===== config.mk =====
export PLATFORM = sky130hd
export DESIGN_NAME = io_request_ctrl_flat
export DESIGN_NICKNAME = d
export VERILOG_FILES = /design/src/rtl/io_ctrl_pkg.sv /design/src/rtl/io_request_ctrl_if.sv /design/src/rtl/io_debounce.sv /design/src/rtl/io_request_ctrl.sv /design/src/flat_wrapper.sv
export SDC_FILE = /design/constraint.sdc
export NUM_CORES = 1
export LEC_CHECK = 0
export BUFFER_PORTS_ARGS = -buffer_cell sky130_fd_sc_hd__clkbuf_2
export CORE_MARGIN = 2
export CORE_UTILIZATION = 43
export DETAILED_ROUTE_END_ITERATION = 10
export GPL_ROUTABILITY_DRIVEN = 0
export PLACE_DENSITY = 0.81
export SKIP_CTS_REPAIR_TIMING = 1
export SLEW_MARGIN = 20
export SYNTH_ARGS = -nofsm -noshare
export SYNTH_HDL_FRONTEND = slang
export SYNTH_SLANG_ARGS = --single-unit
export TNS_END_PERCENT = 5

===== constraint.sdc =====
create_clock -name clock -period 3.1 [get_ports clock]
set_clock_uncertainty 0.1 [all_clocks]
set_input_delay 0.465 -clock clock [delete_from_list [all_inputs] [get_ports clock]]
set_output_delay 0.465 -clock clock [all_outputs]
set_load 0.05 [all_outputs]

===== src/rtl/io_ctrl_pkg.sv =====
// Shared types and constants for the IO request controller: FSM states, data widths and the
// sign-extension rule applied to the user switch value.
package io_ctrl_pkg;

    typedef enum logic [2:0] {
        StIdle,
        StWrite,
        StWaitPress,
        StWaitRelease,
        StDone
    } io_state_e;

    localparam int unsigned DataWidth        = 32;
    localparam int unsigned UserWidth        = 18;
    localparam int unsigned SignExtWidth     = 15;
    localparam int unsigned DefaultNumIoRegs = 5;

    function automatic logic [DataWidth-1:0] sign_extend_user(input logic [UserWidth-1:0] v);
        return {{SignExtWidth{v[UserWidth-1]}}, v[UserWidth-2:0]};
    endfunction

endpackage


===== src/rtl/io_request_ctrl_if.sv =====
// CPU/user-facing signal bundle of the IO request controller. The master modport is the
// CPU/board side, the slave modport is the controller.
interface io_request_ctrl_if;
    import io_ctrl_pkg::*;

    logic                 req_in;
    logic                 req_out;
    logic [DataWidth-1:0] endereco;
    logic [DataWidth-1:0] dadosEscrita;
    logic [UserWidth-1:0] dadosExternos;
    logic                 botao;
    logic                 stall;
    logic [DataWidth-1:0] dadosLidos;
    logic                 io_we;
    logic [2:0]           io_addr;
    logic [DataWidth-1:0] io_wdata;
    logic                 aguardando;
    logic                 erro;

    modport master (
        output req_in, req_out, endereco, dadosEscrita, dadosExternos, botao,
        input  stall, dadosLidos, io_we, io_addr, io_wdata, aguardando, erro
    );

    modport slave (
        input  req_in, req_out, endereco, dadosEscrita, dadosExternos, botao,
        output stall, dadosLidos, io_we, io_addr, io_wdata, aguardando, erro
    );

endinterface


===== src/rtl/io_debounce.sv =====
// Two-flop synchronizer for the active-low confirm key plus a saturating run-length counter
// that reports when the requested level has been seen DEBOUNCE_CYCLES times in a row.
module io_debounce #(
    parameter int unsigned DEBOUNCE_CYCLES = 4
) (
    input  logic clock,
    input  logic reset,
    input  logic botao,
    input  logic active,
    input  logic restart,
    input  logic want_pressed,
    output logic settled
);

    localparam int unsigned           CntWidth = $clog2(DEBOUNCE_CYCLES + 1);
    localparam logic [CntWidth-1:0] CntMax   = CntWidth'(DEBOUNCE_CYCLES);
    localparam logic [CntWidth-1:0] CntLast  = CntWidth'(DEBOUNCE_CYCLES - 1);

    logic                sync1_q, sync2_q;
    logic                match;
    logic [CntWidth-1:0] cnt_q, cnt_d;

    always_ff @(posedge clock or posedge reset) begin
        if (reset) begin
            sync1_q <= 1'b1;
            sync2_q <= 1'b1;
            cnt_q   <= '0;
        end else begin
            sync1_q <= botao;
            sync2_q <= sync1_q;
            cnt_q   <= cnt_d;
        end
    end

    // The key is active-low: a pressed sample reads 0.
    assign match   = (sync2_q == ~want_pressed);
    assign settled = active && match && (cnt_q >= CntLast);

    always_comb begin
        cnt_d = cnt_q;
        if (!active || restart || !match) begin
            cnt_d = '0;
        end else if (cnt_q < CntMax) begin
            cnt_d = cnt_q + CntWidth'(1);
        end
    end

endmodule


===== src/rtl/io_request_ctrl.sv =====
// Serves CPU IN/OUT instructions: OUT becomes a one-cycle IO bank write strobe, IN waits for a
// debounced press/release of the confirm key and captures the sign-extended switch value.
module io_request_ctrl
    import io_ctrl_pkg::*;
#(
    parameter int unsigned DEBOUNCE_CYCLES = 4,
    parameter int unsigned NUM_IO_REGS     = DefaultNumIoRegs
) (
    input logic              clock,
    input logic              reset,
    io_request_ctrl_if.slave bus
);

    io_state_e            state_q, state_d;
    logic                 settled, waiting, addr_ok;
    logic                 stall, aguardando;
    logic                 io_we_q, io_we_d;
    logic [2:0]           io_addr_q, io_addr_d;
    logic [DataWidth-1:0] io_wdata_q, io_wdata_d;
    logic [DataWidth-1:0] dados_lidos_q, dados_lidos_d;
    logic                 erro_q, erro_d;

    assign waiting = (state_q == StWaitPress) || (state_q == StWaitRelease);
    assign addr_ok = (bus.endereco < NUM_IO_REGS);

    io_debounce #(
        .DEBOUNCE_CYCLES(DEBOUNCE_CYCLES)
    ) u_debounce (
        .clock       (clock),
        .reset       (reset),
        .botao       (bus.botao),
        .active      (waiting),
        .restart     (state_d != state_q),
        .want_pressed(state_q == StWaitPress),
        .settled     (settled)
    );

    always_ff @(posedge clock or posedge reset) begin
        if (reset) begin
            state_q <= StIdle;
        end else begin
            state_q <= state_d;
        end
    end

    always_comb begin
        state_d = state_q;
        unique case (state_q)
            StIdle: begin
                if (bus.req_out) begin
                    state_d = StWrite;
                end else if (bus.req_in) begin
                    state_d = StWaitPress;
                end
            end
            StWrite: state_d = StIdle;
            StWaitPress: begin
                if (!bus.req_in) begin
                    state_d = StIdle;
                end else if (settled) begin
                    state_d = StWaitRelease;
                end
            end
            // Once the value is captured the release is always awaited, request or not.
            StWaitRelease: begin
                if (settled) begin
                    state_d = StDone;
                end
            end
            StDone:  state_d = StIdle;
            default: state_d = StIdle;
        endcase
    end

    always_comb begin
        stall      = (bus.req_in || bus.req_out) &&
                     ((state_q == StIdle) || (state_q == StWaitPress) ||
                      (state_q == StWaitRelease));
        aguardando = (state_q == StWaitPress);
    end

    always_comb begin
        io_we_d       = 1'b0;
        io_addr_d     = io_addr_q;
        io_wdata_d    = io_wdata_q;
        erro_d        = erro_q;
        dados_lidos_d = dados_lidos_q;
        if (state_q == StIdle && bus.req_out) begin
            if (addr_ok) begin
                io_we_d    = 1'b1;
                io_addr_d  = bus.endereco[2:0];
                io_wdata_d = bus.dadosEscrita;
            end else begin
                erro_d = 1'b1;
            end
        end
        if (state_q == StWaitPress && bus.req_in && settled) begin
            dados_lidos_d = sign_extend_user(bus.dadosExternos);
        end
    end

    always_ff @(posedge clock or posedge reset) begin
        if (reset) begin
            io_we_q       <= 1'b0;
            io_addr_q     <= '0;
            io_wdata_q    <= '0;
            erro_q        <= 1'b0;
            dados_lidos_q <= '0;
        end else begin
            io_we_q       <= io_we_d;
            io_addr_q     <= io_addr_d;
            io_wdata_q    <= io_wdata_d;
            erro_q        <= erro_d;
            dados_lidos_q <= dados_lidos_d;
        end
    end

    assign bus.stall      = stall;
    assign bus.aguardando = aguardando;
    assign bus.io_we      = io_we_q;
    assign bus.io_addr    = io_addr_q;
    assign bus.io_wdata   = io_wdata_q;
    assign bus.erro       = erro_q;
    assign bus.dadosLidos = dados_lidos_q;

endmodule


===== src/flat_wrapper.sv =====
// flat-port wrapper written by rule: the top's interface ports become plain ports
module io_request_ctrl_flat import io_ctrl_pkg::*;
#(
    parameter int unsigned DEBOUNCE_CYCLES = 4,
    parameter int unsigned NUM_IO_REGS     = DefaultNumIoRegs
)
  (clock, reset, bus_req_in, bus_req_out, bus_endereco, bus_dadosEscrita, bus_dadosExternos, bus_botao, bus_stall, bus_dadosLidos, bus_io_we, bus_io_addr, bus_io_wdata, bus_aguardando, bus_erro);
  io_request_ctrl_if bus_i ();
  input logic clock;
  input logic reset;
  input wire logic [$bits(bus_i.req_in)-1:0] bus_req_in;
  input wire logic [$bits(bus_i.req_out)-1:0] bus_req_out;
  input wire logic [$bits(bus_i.endereco)-1:0] bus_endereco;
  input wire logic [$bits(bus_i.dadosEscrita)-1:0] bus_dadosEscrita;
  input wire logic [$bits(bus_i.dadosExternos)-1:0] bus_dadosExternos;
  input wire logic [$bits(bus_i.botao)-1:0] bus_botao;
  output wire logic [$bits(bus_i.stall)-1:0] bus_stall;
  output wire logic [$bits(bus_i.dadosLidos)-1:0] bus_dadosLidos;
  output wire logic [$bits(bus_i.io_we)-1:0] bus_io_we;
  output wire logic [$bits(bus_i.io_addr)-1:0] bus_io_addr;
  output wire logic [$bits(bus_i.io_wdata)-1:0] bus_io_wdata;
  output wire logic [$bits(bus_i.aguardando)-1:0] bus_aguardando;
  output wire logic [$bits(bus_i.erro)-1:0] bus_erro;
  assign bus_i.req_in = bus_req_in;
  assign bus_i.req_out = bus_req_out;
  assign bus_i.endereco = bus_endereco;
  assign bus_i.dadosEscrita = bus_dadosEscrita;
  assign bus_i.dadosExternos = bus_dadosExternos;
  assign bus_i.botao = bus_botao;
  assign bus_stall = bus_i.stall;
  assign bus_dadosLidos = bus_i.dadosLidos;
  assign bus_io_we = bus_i.io_we;
  assign bus_io_addr = bus_i.io_addr;
  assign bus_io_wdata = bus_i.io_wdata;
  assign bus_aguardando = bus_i.aguardando;
  assign bus_erro = bus_i.erro;
  io_request_ctrl #(.DEBOUNCE_CYCLES(DEBOUNCE_CYCLES), .NUM_IO_REGS(NUM_IO_REGS)) u_core (.clock(clock), .reset(reset), .bus(bus_i));
endmodule

# ---- Word-level counts from Yosys, hierarchy flattened
# Cells that the tools add are included.
dict set report classes {
  order_cmp 3
  reduce_logical 18
  mux 10
  n_eq_ne 4
  bitwise_logic 2
  add_sub_neg 1
}
# operator n
set ops {}
lappend ops {{< comparator 32 x 3 -> 1 bit (second input constant)} 1}
lappend ops {{2-to-1 mux 3 bit} 7}
lappend ops {{case mux 3 bit (3 select lines)} 1}
lappend ops {{== test 3 x 2 -> 1 bit (second input constant)} 2}
lappend ops {{logical AND 1 bit} 6}
lappend ops {{logical OR 1 bit} 6}
lappend ops {{AND reduction 2 bit} 2}
lappend ops {{adder 3 x 1 -> 3 bit (second input constant)} 1}
lappend ops {{greater-or-equal comparator 3 x 2 -> 1 bit (second input constant)} 1}
lappend ops {{zero test 3 bit} 1}
lappend ops {{< comparator 3 bit (second input constant)} 1}
lappend ops {{inequality test 3 bit} 1}
lappend ops {{zero test 1 bit} 2}
lappend ops {{2-to-1 mux 1 bit} 2}
lappend ops {{NOT 1 bit} 2}
lappend ops {{nonzero test 2 bit} 1}
lappend ops {{== test 1 bit} 1}
dict set report word_totals {
  elab_cells 47
  in_bits 87
  output_inout_bits 71
  register_bits 63
}

# ---- Longest topological paths before layout
dict set report depth {
  depth_word 12
  ltp_mapped 7
  depth_no_buf 6
}

# ---- Modules after synthesis
# A second synthesis with hierarchy kept.
dict set report hier_totals {
  cells_unflattened 185
  hier_area_um2 2665.1
}
# mod instances cells_per_inst seq_area_each_um2 area_per_inst_um2
set modules_own_cells {}
lappend modules_own_cells {io_request_ctrl 1 167 1451.4 2433.6}
lappend modules_own_cells {io_debounce 1 18 127.6 231.5}

# ---- Worst setup path after synthesis
# No wires, ideal clock.
dict set report synth_path {
  path_type {register to register}
  startpoint {register u_core.u_debounce.cnt_q[0]}
  endpoint {register u_core.bus.dadosLidos[17] (netlist name)}
  path_slack_ps 863
  required_time_ps 2875
  arrival_time_ps 2012
  setup_ps 125
  n_path_buf 1
  path_stages_with_launch 8
  path_cell_list {dfrtp_1 -> ha_1 -> ha_1 -> a211o_1 -> nor2b_1 -> nand2_1 -> buf_2 -> mux2_2}
}
dict set report synth_via {
  elab_chain_cells 3
}
# item line_no
set synth_lines {}
lappend synth_lines {{start: declaration} io_debounce.sv:21} ;# logic [CntWidth-1:0] cnt_q, cnt_d;
lappend synth_lines {{start signal: assignment} io_debounce.sv:31} ;# cnt_q <= cnt_d;
lappend synth_lines {{greater-or-equal comparator 3 x 2 -> 1 bit} io_debounce.sv:37} ;# assign settled = active && match && (cnt_q >= CntLast);
lappend synth_lines {{logical AND 1 bit} io_debounce.sv:37}
lappend synth_lines {{logical AND 1 bit} io_request_ctrl.sv:97} ;# if (state_q == StWaitPress && bus.req_in && settled) begin
# Every way passes these cells.
# A chain may end at the register's enable or synchronous reset.

# ---- Worst setup path after layout
dict set report layout_path {
  startpoint {register u_core.u_debounce.cnt_q[0]}
  endpoint {register u_core.dados_lidos_q[6] (netlist: u_core.bus.dadosLidos[6])}
}
dict set report layout_via {
  elab_chain_cells 3
}
# item line_no
set layout_lines {}
lappend layout_lines {{greater-or-equal comparator 3 x 2 -> 1 bit} io_debounce.sv:37}
lappend layout_lines {{logical AND 1 bit} io_debounce.sv:37}
lappend layout_lines {{logical AND 1 bit} io_request_ctrl.sv:97}
lappend layout_lines {{end signal: assignment} io_request_ctrl.sv:114} ;# dados_lidos_q <= dados_lidos_d;
lappend layout_lines {{end: declaration} io_request_ctrl.sv:20} ;# logic [DataWidth-1:0] dados_lidos_q, dados_lidos_d;
# Every way passes these cells.

==> metrics.cfg <==
[timing]
setup-tns-final_ps = 0
post-route-period-util_pct = 70.21
final-setup-viol-count = 0
hold_viol = 0
relSlewSlack_pct = 65.47
worstMarginPinSlew_ps = 517.2
slew_violations = 0
rsz0062_at_grt = no
whs_ps = 59.79
fmax_mhz = 459.4
fin_crit_ps = 2177

[power_and_ir_drop]
vdd_drop_max_mv = 0.4137
p_total_mw = 1.823
p_seq_share_pct = 47.6
power_frac_clock_pct = 39.4
powerDensity_mw_per_mm2 = 508.1
pwr-share-comb_pct = 12.9
p_sw_uw = 448.6
p_leak_nw = 2.100
switching_share_pct = 24.61
intPower_mw = 1.375

[floorplan]
dieHeight_um = 81.97
die_area_mm2 = 0.006718
core_mm2 = 0.005886
die_w_um = 81.97
io_pins = 158
rows = 28
initial_utilization_pct = 44.41

[final_layout]
antenna_cells = 0
areaGrowthSynthToFinish_pct = 37.29
final_cells = 413
drive_gt1_share_pct = 69.53
fin_area_mm2 = 0.003588
nets = 422

[global_route]
grt_pass1_wl_um = 8004
grt_pass1_vias = 1836
antenna_found_initial = 0
grt_usage_pct = 15.67
grt_start_max_net_pins = 38
grt-ovfl-total = 0

[logic_synthesis]
synth_commonest_cells = 61 x dfrtp_1, 53 x mux2_2, 14 x buf_4
synth_most_common_cell = dfrtp_1
yosysSeqAreaShare_pct = 60.41
yosys_warnings = 0
ys.flop_type = dfrtp_1
synth_nets = 268
yosys-top-cells-area = dfrtp_1 58%, mux2_2 23%, buf_4 4.0%
synth_edf_count = 0
async_flop_share_pct = 100.0
yosysTopAreaCell = dfrtp_1
ys_ff_latch = 63
synth_top_area_share_pct = 58.40
syn_avg_cell_area_um2 = 14.60
syn_inst = 179
synth.distinct_cells = 31
synth_area_mm2 = 0.002614

[clock_network]
clk_latency_ps = 310
root_buffer = clkbuf_8
h-tree-depth = 3
clk_path_buf_depth = 2
cts.sinks = 63
clkTransAtPathRegs_ps = 70
cts_tree = yes
cts_buffers = 9

[critical_path]
startpoint_type = flip-flop
endpoint_kind = flip-flop
cp_max_fo = 18
critical_path_required_ps = 3200
critPathKind = flip-flop to flip-flop
worstPathArrival_ps = 2280
reg2reg_slack_ps = 920

[route]
postRouteAntennaNets = 0
drt-total-wl_um = 5377
dr.pass1.iters = 4
wl_per_cell_um = 13.02
drc = 0
drt_iter0_drc = 38
vias = 1946
avgViaCountPerCell = 4.712

[status]
outcome = finished, final reports clean

[placement]
place_area_mm2 = 0.003379
dpl.hpwl_um = 4193
io_buffers = 157
dpl.cell_count = 397

[min_path]
hp-class = input pin to asynchronous set/reset pin

[job]
max_cap_viol_count = 0

[kinds of logic after synthesis]
family                   Yosys count  share of synthesized area [%]
flip-flops                        63                          60.41
AND/OR/NAND/NOR                   27                          6.607
buffers and inverters             21                          5.936
multiplexers                      54                          23.22
adder cells (fa/ha/maj)            2                         0.9572
XOR/XNOR                           1                         0.3351
AO/OA/AOI/OAI                     11                          2.538
[final timing paths]
check                                                  startpoint                                    to  cells past startpoint
setup / recovery           u_core.u_debounce.cnt_q[0]$_DFFE_PP0P_  u_core.bus.dadosLidos[6]$_DFFE_PP0P_                      7
hold / removal                                              reset  u_core.bus.dadosLidos[6]$_DFFE_PP0P_                      2
setup reg to reg           u_core.u_debounce.cnt_q[0]$_DFFE_PP0P_  u_core.bus.dadosLidos[6]$_DFFE_PP0P_                      7
hold reg to reg               u_core.u_debounce.sync1_q$_DFF_PP1_   u_core.u_debounce.sync2_q$_DFF_PP1_                      0
max in group asynchronous                                   reset   u_core.u_debounce.sync1_q$_DFF_PP1_                      3
min in group clock                                      bus_botao   u_core.u_debounce.sync1_q$_DFF_PP1_                      1
[state kept, by name, indices dropped and copies added (netlist names)]
signal                     count
u_core.bus.io_wdata           32
u_core.bus.dadosLidos         18
u_core.bus.io_addr             3
u_core.state_q                 3
u_core.u_debounce.cnt_q        3
u_core.bus.erro                1
u_core.bus.io_we               1
u_core.u_debounce.sync1_q      1
u_core.u_debounce.sync2_q      1
[through the flow]
stage | utilization [%] | setup WS (ps)
final | 60.97 | 923.3
after global routing | 60.97 | 808.7
after CTS | 60.97 | 899.6
after detailed placement | 57.42 | 843.2
after global placement | 57.42 | 876.1
after floorplan | - | 862.8
[placed cells by master (no fill, tap or decap)]
cell,n
dfstp_2,2
inv_1,2
nor4_1,6
nor3b_1,1
nand2_1,3
or3_4,1
inv_2,1
mux2_2,53
o21bai_1,1
bufinv_16,1
nand4_1,1
clkbuf_1,1
and3_1,1
nand3_1,1
ha_1,2
or2b_1,1
clkbuf_8,12
xor2_1,1
nor4_4,1
nand2b_4,1
a21o_1,1
o21ai_0,2
a211o_1,1
clkinv_2,2
nor2b_1,1
dfrtp_1,61
clkbuf_2,157
mux2i_1,1
a31oi_1,1
a21oi_1,4
buf_4,4
nor2_1,6
nor3_1,2
o22ai_1,1
or3_1,1
[critical path, cell delays in order, from the launching register on]
cell	delay, ps
dfrtp_1	400
ha_1	210
ha_1	170
a211o_1	330
nor2b_1	160
nand2_1	60
buf_4	260
mux2_2	370
[power by group through the flow]
stage | Sequential [mW] | Combinational (mW) | Clock (mW)
finish | 0.869 | 0.236 | 0.719
global route | 0.871 | 0.259 | 0.784
CTS | 0.869 | 0.240 | 0.743
detailed placement | 0.883 | 0.239 | 0
global placement | 0.881 | 0.234 | 0
floorplan | 0.891 | 0.142 | 0
[routing by layer]
| layer | up-vias | wire length (um) | GRT usage, % |
|---|---|---|---|
| met5 | - | 0 | 0 |
| met4 | 0 | 41 | 6.667 |
| met3 | 8 | 409 | 3.846 |
| met2 | 87 | 2728 | 27.15 |
| met1 | 923 | 2197 | 18.45 |
| li1 | 928 | - | - |
[area by class of cell]
type                    count  area, um^2
clock buffers              13       168.9
flip-flops and latches     63        1579
repair buffers            161       815.8
inverters                   3       11.26
multi-input cells          95       879.6
well taps                  75       93.84
clock inverters             3       40.04
fillers                   505        2297
Note: power is estimated with default switching activity, not from simulation.
